==> src/rtl/a2d_sampler.sv <==
// Initiator for the A2D strt/chnl/cmplt handshake: paces conversions, averages blocks of
// 2**AVG_LOG2 samples alternately on CH0 (temp) and CH1 (press), and flags timeouts.
module a2d_sampler #(
  parameter int AVG_LOG2 = 2,
  parameter int IVL_W    = 16,
  parameter int TIMEOUT  = 31
) (
  input  logic             clk,
  input  logic             rst_n,
  input  logic             en,
  input  logic [IVL_W-1:0] interval,
  output logic             strt,
  output logic             chnl,
  input  logic             cmplt,
  input  logic [15:0]      a2d,
  output logic [15:0]      temp,
  output logic [15:0]      press,
  output logic             temp_vld,
  output logic             press_vld,
  output logic             tmo_err
);

  localparam int ACC_W = 16 + AVG_LOG2;
  localparam int WT_W  = $clog2(TIMEOUT + 1);

  typedef enum logic [1:0] {IDLE, START, WAIT} state_t;

  state_t              state;
  logic [IVL_W-1:0]    idle_cnt;
  logic [WT_W-1:0]     wait_cnt;
  logic [AVG_LOG2-1:0] smp_cnt;
  logic [ACC_W-1:0]    acc;
  logic [ACC_W-1:0]    sum;
  logic                blk_last;

  // sum includes the sample being accepted, so the average is published the cycle after cmplt
  assign sum      = acc + ACC_W'(a2d);
  assign blk_last = &smp_cnt;

  always_ff @(posedge clk or negedge rst_n) begin
    if (!rst_n) begin
      state     <= IDLE;
      idle_cnt  <= '0;
      wait_cnt  <= '0;
      smp_cnt   <= '0;
      acc       <= '0;
      strt      <= 1'b0;
      chnl      <= 1'b0;
      temp      <= '0;
      press     <= '0;
      temp_vld  <= 1'b0;
      press_vld <= 1'b0;
      tmo_err   <= 1'b0;
    end else begin
      strt      <= 1'b0;
      temp_vld  <= 1'b0;
      press_vld <= 1'b0;
      tmo_err   <= 1'b0;
      case (state)
        IDLE: begin
          if (!en) begin
            idle_cnt <= '0;
          end else if (idle_cnt >= interval) begin
            // counter is cleared on exit so it starts from zero on the next IDLE entry
            idle_cnt <= '0;
            strt     <= 1'b1;
            state    <= START;
          end else begin
            idle_cnt <= idle_cnt + 1'b1;
          end
        end
        START: begin
          wait_cnt <= '0;
          state    <= WAIT;
        end
        WAIT: begin
          wait_cnt <= wait_cnt + 1'b1;
          if (cmplt) begin
            state <= IDLE;
            if (blk_last) begin
              if (chnl) begin
                press     <= sum[15+AVG_LOG2:AVG_LOG2];
                press_vld <= 1'b1;
              end else begin
                temp     <= sum[15+AVG_LOG2:AVG_LOG2];
                temp_vld <= 1'b1;
              end
              acc     <= '0;
              smp_cnt <= '0;
              chnl    <= ~chnl;
            end else begin
              acc     <= sum;
              smp_cnt <= smp_cnt + 1'b1;
            end
          end else if (wait_cnt == WT_W'(TIMEOUT)) begin
            // abandon the whole block; channel stays so the block restarts cleanly
            tmo_err <= 1'b1;
            acc     <= '0;
            smp_cnt <= '0;
            state   <= IDLE;
          end
        end
        default: state <= IDLE;
      endcase
    end
  end

endmodule
==> config.mk <==
export PLATFORM = sky130hd
export DESIGN_NAME = a2d_sampler
export DESIGN_NICKNAME = d
export VERILOG_FILES = /design/src/rtl/a2d_sampler.sv
export SDC_FILE = /design/constraint.sdc
export NUM_CORES = 1
export LEC_CHECK = 0
export CELL_PAD_IN_SITES_DETAIL_PLACEMENT = 2
export CELL_PAD_IN_SITES_GLOBAL_PLACEMENT = 2
export CORE_ASPECT_RATIO = 0.6
export CORE_MARGIN = 2
export CORE_UTILIZATION = 36
export CTS_CLUSTER_SIZE = 30
export DETAILED_ROUTE_END_ITERATION = 6
export HOLD_SLACK_MARGIN = 0.12
export PLACE_DENSITY = 0.95
export RECOVER_POWER = 25
export SYNTH_ARGS = -nofsm -noshare
export SYNTH_HDL_FRONTEND = slang
export SYNTH_SLANG_ARGS = --single-unit
==> constraint.sdc <==
create_clock -name clk -period 4.5 [get_ports clk]
set_input_delay 0.9 -clock clk [delete_from_list [all_inputs] [get_ports clk]]
set_output_delay 0.9 -clock clk [all_outputs]
set_load 0.01 [all_outputs]
Yosys cells after proc, flatten, opt, wreduce, memory -nomap -nowiden
Cells that the tools add are included.
{"block": "word_totals", "reg_bits": 80, "latchBits": 0, "ram_bits": 0, "romBits": 0, "inputBits": 36, "out_inout_bits": 37, "elab_cells": 60, "memories": 0}
{"block": "classes", "n_addsub": 4, "mul": 0, "div": 0, "magnitude_cmp": 1, "n_eq_ne": 6, "n_shift": 0, "muxes": 27, "n_bitwise": 1, "reduce_logical": 9}
{"op": "$mux W18", "n": 3}
{"op": "$mux W16", "n": 2}
{"op": "$add A18 B16 Y18", "n": 1}
{"op": "$add A16 B1 Y16 const B", "n": 1}
{"op": "$ge A16 B16 Y1", "n": 1}
{"op": "$mux W1", "n": 14}
{"op": "$mux W2", "n": 6}
{"op": "$pmux W5 S2", "n": 1}
{"op": "$reduce_and A5 Y1", "n": 2}
{"op": "$pmux W2 S3", "n": 1}
{"op": "$add A5 B1 Y5 const B", "n": 1}
{"op": "$eq A5 B5 Y1 const B", "n": 1}
{"op": "$ne A2 B2 Y1 const B", "n": 2}
{"op": "$reduce_and A2 Y1", "n": 2}
{"op": "$reduce_and A4 Y1", "n": 1}
{"op": "$reduce_bool A2 Y1", "n": 2}
{"op": "$ne A3 B3 Y1 const B", "n": 1}
{"op": "$reduce_and A3 Y1", "n": 1}
{"op": "$add A2 B1 Y2 const B", "n": 1}
{"op": "$eq A2 B1 Y1 const B", "n": 1}
{"op": "$eq A2 B2 Y1 const B", "n": 1}
{"op": "$logic_not A2 Y1", "n": 1}
{"op": "$not A1 Y1", "n": 1}

Longest topological paths before layout
Gate-level depths: netlist of the first run.
{"block": "logic_depth", "depth_word": 4, "mapped_depth": 10, "depth_no_buf": 8}

Worst setup path after synthesis of the first run
OpenSTA, ideal clock, no wires.
{"block": "synth_timing", "path_kind": "input-to-reg", "from": "input a2d[0]", "to": "register press[12]", "setup_time_ns": 0.140, "arrival_time_ns": 2.534, "required_time_ns": 4.360, "slack_ns": 1.825, "path_stages": 8, "n_path_buf": 0, "cell_sequence": "ha_1 > fa_1 > a211oi_1 > o21ai_1 > nand2_1 > o31a_1 > mux2i_1 > o2111ai_1"}
{"block": "synth_between", "elab_chain_len": 1}
{"element": "start: declaration", "line": "15", "source": "input logic [15:0] a2d,"}
{"element": "$add A18 B16 Y18", "line": "37", "source": "assign sum = acc + ACC_W'(a2d);"}
{"element": "end signal: assignment", "line": "82", "source": "press <= sum[15+AVG_LOG2:AVG_LOG2];"}
{"element": "end: declaration", "line": "17", "source": "output logic [15:0] press,"}
Every way passes these cells.
A chain may end at the register's enable or synchronous reset.

Final worst setup path of the first run
{"block": "layout_timing", "from": "input interval[14]", "to": "register state[0]"}
{"block": "layout_between", "elab_chain_len": 3}
{"element": "start: declaration", "line": "11", "source": "input logic [IVL_W-1:0] interval,"}
{"element": "$ge A16 B16 Y1", "line": "63", "source": "end else if (idle_cnt >= interval) begin"}
{"element": "$ne A2 B2 Y1 (no source line)"}
{"element": "$reduce_and A3 Y1 (no source line)"}
{"element": "end signal: assignment", "line": "67", "source": "state <= START;"}
{"element": "end signal: assignment", "line": "74", "source": "state <= WAIT;"}
{"element": "end signal: assignment", "line": "79", "source": "state <= IDLE;"}
{"element": "end: declaration", "line": "28", "source": "state_t state;"}
Every way passes these cells.

==> results of run 1 <==
## Yosys cell counts (all sizes together) (3+ instances only)
cell type,n,area (µm²)
nand2b,4,25.02
nor3,7,35.03
a21o,6,45.04
dfrtp,80,2002
clkbuf,14,52.55
nand4,5,31.28
o2bb2ai,3,26.28
o21ai,70,350.3
buf,3,21.27
a211oi,4,35.03
xor2,10,87.58
ha,40,500.5
mux2i,4,40.04
nand2,79,296.5
nor2,19,71.32
mux2,4,45.04
xnor2,5,43.79
inv,27,101.4
o211ai,3,32.53
nand3,15,75.07
nor3b,4,30.03
a21oi,17,85.08
and3,7,43.79
a22o,13,113.9
or3,5,31.28
nor2b,8,50.05
## cell usage in the layout (no fill, tap or decap), drive strengths merged, types with 4 or more instances in the layout
cell type	netlist	final
nor3	7	7
nand2	79	79
nand4	5	5
a211oi	4	4
clkdlybuf4s50	0	71
or3	5	5
o21ai	70	70
and3	7	7
a21oi	17	17
nor2	19	19
xor2	10	10
xnor2	5	5
nand3	15	15
ha	40	40
clkbuf	14	10
nor2b	8	8
inv	27	27
a21o	6	6
mux2i	4	4
nor3b	4	4
mux2	4	4
nand2b	4	4
a22o	13	13
dfrtp	80	80
## flip-flops by register name, indices dropped and copies added (netlist names)
| register | count |
|---|---|
| wait_cnt | 5 |
| press_vld | 1 |
| tmo_err | 1 |
| press | 16 |
| chnl | 1 |
| idle_cnt | 16 |
| state | 2 |
| temp_vld | 1 |
| acc | 18 |
| smp_cnt | 2 |
| strt | 1 |
| temp | 16 |
## worst max-delay path by stage
stage	cells after the start	slack, ps	startpoint	to
CTS	9	1040	interval[14]	state[0]
floorplan	8	1830	a2d[0]	press[12]
global placement	9	1150	a2d[0]	temp[14]
finish	9	980	interval[14]	state[0]
detailed placement	9	860	a2d[0]	temp[14]
global route	9	890	interval[14]	state[0]
## metrics by stage
step           cells    util  setup WS (ps)
2_1_floorplan    490       -           1825
3_3_place_gp     712  0.4447           1147
3_5_place_dp     712  0.4447          861.8
4_1_cts          727  0.4661           1043
5_1_grt          727  0.4659          893.8
6_report         727  0.4659          983.2
## power by group through the flow
| stage | Combinational (W) | Clock, W | Sequential [W] |
|---|---|---|---|
| 2_1_floorplan | 0.000845 | 0 | 0.00107 |
| 3_3_place_gp | 0.00131 | 0 | 0.00105 |
| 3_5_place_dp | 0.00147 | 0 | 0.00108 |
| 4_1_cts | 0.00155 | 0.000687 | 0.00108 |
| 5_1_grt | 0.00168 | 0.000715 | 0.00110 |
| 6_report | 0.00156 | 0.000678 | 0.00108 |
## metal layers
layer,share of wire,global-route usage,vias up
li1,-,-,1876
met1,0.43,0.3495,2177
met2,0.49,0.4660,168
met3,0.049,0.05628,43
met4,0.029,0.09670,0
met5,0,0,-
## tightest hold or removal path, stage by stage, from the launching register on
cell	delay, ps
dfrtp_1	350
nand2_1	50
o21ai_0	60
## cell type report
cell class / count / area (µm²) / share of cell area
Tap cell: 165 / 206.4 / 0.03615
Clock inverter: 6 / 37.54 / 0.006573
Multi-Input combinational cell: 366 / 2407 / 0.4216
Sequential cell: 80 / 2002 / 0.3506
Clock buffer: 9 / 225.2 / 0.03944
Inverter: 27 / 101.3 / 0.01775
Timing Repair Buffer: 74 / 730.7 / 0.1280
## kinds of logic after synthesis
family,after synthesis
simple gates,162
compound gates,140
flops,80
buf+inv,44
fa+ha+maj,41
xor+xnor,15
mux,8
==> summary.md, run 1 <==
| Metric | Value |
|---|---|
| Final hold vios | `0` |
| Crit. End Element | `register` |
| RSZ-0062 raised after global routing | `no` |
| Worst-Skew Late Latency | `350 ps` |
| Num ports | `73` |
| Largest family of logic cells by synthesized area | `compound AO/OA/AOI/OAI gates` |
| # hold bufs at CTS | `0` |
| Crit Path Max Fanout | `3` |
| Pwr Total | `0.003323 W` |
| Flop2flop setup slack | `1590 ps` |
| Core Area | `0.01226 mm²` |
| Status | `complete, but fails checks` |
| First-pass GRT wire length | `28.46 mm` |
| Hold_sp | `temp[2]` |
| Finished Cell Area | `0.005710 mm²` |
| Filler instances | `1304` |
| Routed WL per cell | `24.78 µm` |
| Via density | `5.865` |
| Worst Tran Pin Value | `2091 ps` |
| CTS Buffer Depth | `2` |
| Net Sw Power | `0.001453 W` |
| FF-to-FF path depth | `7` |
| Crit path buffers/inverters | `2` |
| CTS buffer count | `9` |
| Part of the Yosys area used for sequential elements | `0.4367` |
| Critical Path AT | `3750 ps` |
| Max incr delay on CP | `490 ps` |
| Die ar. | `0.01368 mm²` |
| Final Critical Period | `3517 ps` |
| Crit path cell chain | `clkdlybuf4s50_1, inv_1, ha_1, a211oi_2, nand2_1, o311ai_0, o21ai_0, o32ai_1, mux2_2` |
| Max Freq | `284.3 MHz` |
| Starting Density | `0.3740` |
| Worst Path Required | `4730 ps` |
| Via count | `4264` |
| R2r startpoint | `idle_cnt[14]` |
| Antenna Nets Post-Route | `0` |
| Synthesized area | `0.004584 mm²` |
| Sequential share of power | `0.325` |
| Final setup TNS | `0 ps` |
| WHS Endpoint | `temp[2]` |
| Routed WL | `18.02 mm` |
| Remaining Overflow, GRT | `0` |
| Syn Nets | `567` |
| Final Net Count | `635` |
| Die X | `149.7 µm` |
| Synth Area in Adders | `0.1135` |
| Crit Path Class | `in2reg` |
| Hold Path Stages | `2` |
| Combinational group share of total power | `0.471` |
| Clock sinks | `80` |
| Distinct cell type count after synthesis | `57` |
| CTS HTree Levels | `3` |
| Yosys reg bits | `80` |
| Postcts setup bufs | `0` |
| Simple-gate share of the synthesized area | `0.1643` |
| Clk pwr share | `0.204` |
| Xor-xnor portion of the synthesized cell area | `0.02866` |
| Count of port buffers added during placement | `72` |
| Fin crit share | `0.7815` |
| Cell Rows | `31` |
| Sw Ratio | `0.4372` |
| Share of layout cells above drive strength 1 | `0.05694` |
| Maximum VDD drop | `0.2457 mV` |
| Syn avg cell area | `9.356 µm²` |
| Slew Limit Fails | `81` |
| Slowest stage cell, crit path | `o311ai_0` |
| Crit path max-delay family | `compound AO/OA/AOI/OAI gates` |
| Initial DRC Count | `229` |
| Warnings, synthesis | `0` |
| Post-synth EDFFs | `0` |
| Via count of the first global-routing pass | `4869` |
| Worst setup SP type | `input pin` |
| Hold Slack | `490.3 ps` |
| Clock transition at the registers of the reported paths | `60 ps` |
| Compound-Gate Fraction of Synth Area | `0.2001` |
| Max-Cap Viols | `1` |
| Largest net degree at the start of global routing | `81` |
| Synth-to-Final Area Change | `24.56%` |
| Ys flop type | `dfrtp_1` |
| Hold Path Class | `reg2reg` |
| Int Pwr | `0.001870 W` |
| Mux share of post-synthesis cell area | `0.01856` |
| Slew HR | `-0.3943` |
| Setup Skew | `8.264 ps` |
| Setup violators final | `0` |
| CTS tree | `yes` |
| Mapped Cells | `490` |
| Cell Pwr Density | `581.9 mW/mm²` |
| Tot GR Track Use | `0.2753` |
| CTS resizes | `0` |
| Placement Cell Area | `0.005450 mm²` |
| Worst reg2reg endpoint | `state[0]` |
| Diode count | `0` |
| DRC violations left | `0` |
| Violated checks | `max-capacitance violations, max-slew violations` |
| Initial antenna violation count | `0` |
| FFs w/ async S/R, synth | `1.000` |
| Clock root buffer | `clkbuf_16` |
| Die Y | `91.41 µm` |
| GP Congestion | `0.8786` |
| Detail Placement HPWL | `12.12 mm` |
| Lkg Pwr | `2.614 nW` |
| Initial DRT Pass Iterations | `5` |
No activity file was read; power rests on OpenSTA's default activity.
==> run 2: changes to the inputs <==
- CORE_UTILIZATION: 36 -> 30
- PLACE_DENSITY: 0.95 -> 0.86
- clock period: 4.5 -> 2.8 ns (I/O delays scaled with it)
==> summary.md, run 2 (same netlist as run 1, synthesis figures left out) <==
| Metric | Value |
|---|---|
| Initial antenna violation count | `0 (unchanged)` |
| Final Critical Period | `2689 ps` |
| Crit Path Class | `in2reg` |
| Crit. End Element | `register` |
| Antenna Nets Post-Route | `0 (unchanged)` |
| Maximum VDD drop | `0.3192 mV (+30%)` |
| Initial DRT Pass Iterations | `4 (-1)` |
| Clock sinks | `80 (unchanged)` |
| Flop2flop setup slack | `380 ps (-1210 ps)` |
| Hold Slack | `488.8 ps (-1.427 ps)` |
| Initial DRC Count | `128 (-44%)` |
| Via count | `4181 (-1.9%)` |
| DRC violations left | `0 (unchanged)` |
| Most frequent cells in the layout | `80 x dfrtp_1, 79 x nand2_1, 71 x clkdlybuf4s50_1, 66 x o21ai_0, 39 x ha_1` |
| Max Freq | `371.9 MHz` |
| Worst setup slack after layout | `111.3 ps (-871.8 ps)` |
| Die Y | `99.76 µm (+9.1%)` |
| Core Area | `0.01472 mm² (+20%)` |
| GP Congestion | `0.8712 (-0.84%)` |
| Cell Rows | `34 (+9.7%)` |
| Tot GR Track Use | `0.2159 (-0.05941)` |
| Worst-Skew Late Latency | `350 ps (about the same)` |
| Synth-to-Final Area Change | `33.46%` |
| Diode count | `0 (unchanged)` |
| Count of port buffers added during placement | `72 (unchanged)` |
| Fin crit share | `0.9602` |
| Worst setup SP type | `input pin` |
| Critical Path AT | `2880 ps (-870 ps)` |
| Setup violators final | `0 (unchanged)` |
| Placement Cell Area | `0.005699 mm² (+4.6%)` |
| Finished Cell Area | `0.006118 mm² (+7.1%)` |
| Via density | `5.299 (-9.7%)` |
| Final setup TNS | `0 ps (unchanged)` |
| Lkg Pwr | `2.807 nW (+7.4%)` |
| Die X | `163.6 µm (+9.3%)` |
| Final std cells w/o fill | `789 (+8.5%)` |
| Routed WL | `16.67 mm (-7.4%)` |
| DP Cell Count | `771 (+8.3%)` |
| Final hold vios | `0 (unchanged)` |
| Detail Placement HPWL | `11.69 mm (-3.5%)` |
| # hold bufs at CTS | `0 (unchanged)` |
| Cell Pwr Density | `943.4 mW/mm² (+62%)` |
| Remaining Overflow, GRT | `0 (unchanged)` |
| Crit. Startpoint | `a2d[4]` |
| Crit Path Max Fanout | `4 (+1)` |
| Status | `completed` |
| Top reg by flops | `acc` |
| Num ports | `73 (unchanged)` |
| Clock transition at the registers of the reported paths | `60 ps (about the same)` |
| CTS Buffer Depth | `2 (unchanged)` |
| Area of the multi-input gates | `0.002486 mm² (+3.3%)` |
| Worst Path Required | `3000 ps (-1730 ps)` |
| Max reg flops | `18 (unchanged)` |
| Slew Limit Fails | `0 (-100%)` |
| Routed WL per cell | `21.13 µm (-15%)` |
| Filler instances | `1603 (+23%)` |
| Largest net degree at the start of global routing | `52 (-36%)` |
| Hold_sp | `press[1]` |
| Setup Skew | `12.86 ps (+4.595 ps)` |
| CTS HTree Levels | `3 (unchanged)` |
| CTS buffer count | `9 (unchanged)` |
| Slew HR | `0.06076 (+0.4551)` |
| Share of layout cells above drive strength 1 | `0.1184 (+0.06150)` |
| Worst Tran Pin Value | `1409 ps (-682.6 ps)` |
| Die ar. | `0.01632 mm² (+19%)` |
| Max-Cap Viols | `0 (-1)` |
| First-pass GRT wire length | `27.03 mm (-5.0%)` |
| RSZ-0062 raised after global routing | `yes` |
| Starting Density | `0.3115 (-0.06257)` |
| Seq. cell area | `0.002002 mm² (unchanged)` |
| CTS tree | `yes` |
| Pre-CTS setup slack | `-285.3 ps (-1147 ps)` |
| R2r startpoint | `acc[3]` |
| Hold Path Class | `reg2reg` |
| Final Net Count | `663 (+4.4%)` |
| Clock root buffer | `clkbuf_16` |
| Most common library cell in the layout ignoring fill and taps | `dfrtp_1` |
| Via count of the first global-routing pass | `4861 (-0.16%)` |
## run 2: changes by cell type in the layout (fill, tap and decap cells not counted), sizes merged
cell / change
buf: +28
bufinv: +2
clkbuf: +3
clkinv: -1
clkinvlp: -3
## run 2: area by class of cell
cell class                 instances  share of cell area
timing repair buffer             102              0.1564
clock inverter                     4             0.01268
clock buffer                      12             0.04029
inverter                          27             0.01656
tap                              198             0.04049
sequential                        80              0.3272
multi-input combinational        366              0.4063
## run 2: power breakdown
| group | total (W) | switching [W] | internal, W |
|---|---|---|---|
| clock network | 0.00131 | 0.000497 | 0.000810 |
| logic | 0.00275 | 0.00159 | 0.00116 |
| registers | 0.00172 | 0.000248 | 0.00147 |
## run 2: through the flow
step / total power, W / util
after floorplan: 0.003077 / -
after global placement: 0.004055 / 0.3872
after detailed placement: 0.004284 / 0.3872
after CTS: 0.005681 / 0.4097
after global routing: 0.006161 / 0.4157
final: 0.005772 / 0.4157
## run 2: layer usage
metal	track usage	share of wire
met5	0	0
met3	0.04504	0.047
met1	0.2804	0.46
met2	0.3677	0.48
met4	0.05803	0.016
## run 2: path summary, 6_finish.rpt
path | cells past startpoint | end
max | 8 | press[13]
min | 2 | press[1]
max reg2reg | 7 | press[13]
min reg2reg | 2 | press[1]
max in group asynchronous | 1 | state[0]
min in group asynchronous | 1 | press[0]
## run 2: worst max-delay path: stages
cell             delay, ps
clkdlybuf4s50_1        430
ha_1                   380
and3_1                 240
a221oi_4               370
o211ai_2               210
a21boi_1               230
xor2_1                 290
o21ai_0                160
## run 2: repair_timing
action / in CTS / in global routing
pin swaps: 0 / 3
resized for setup: 2 / 15
setup endpoints to repair: 2 / 29
setup buffers: 0 / 2
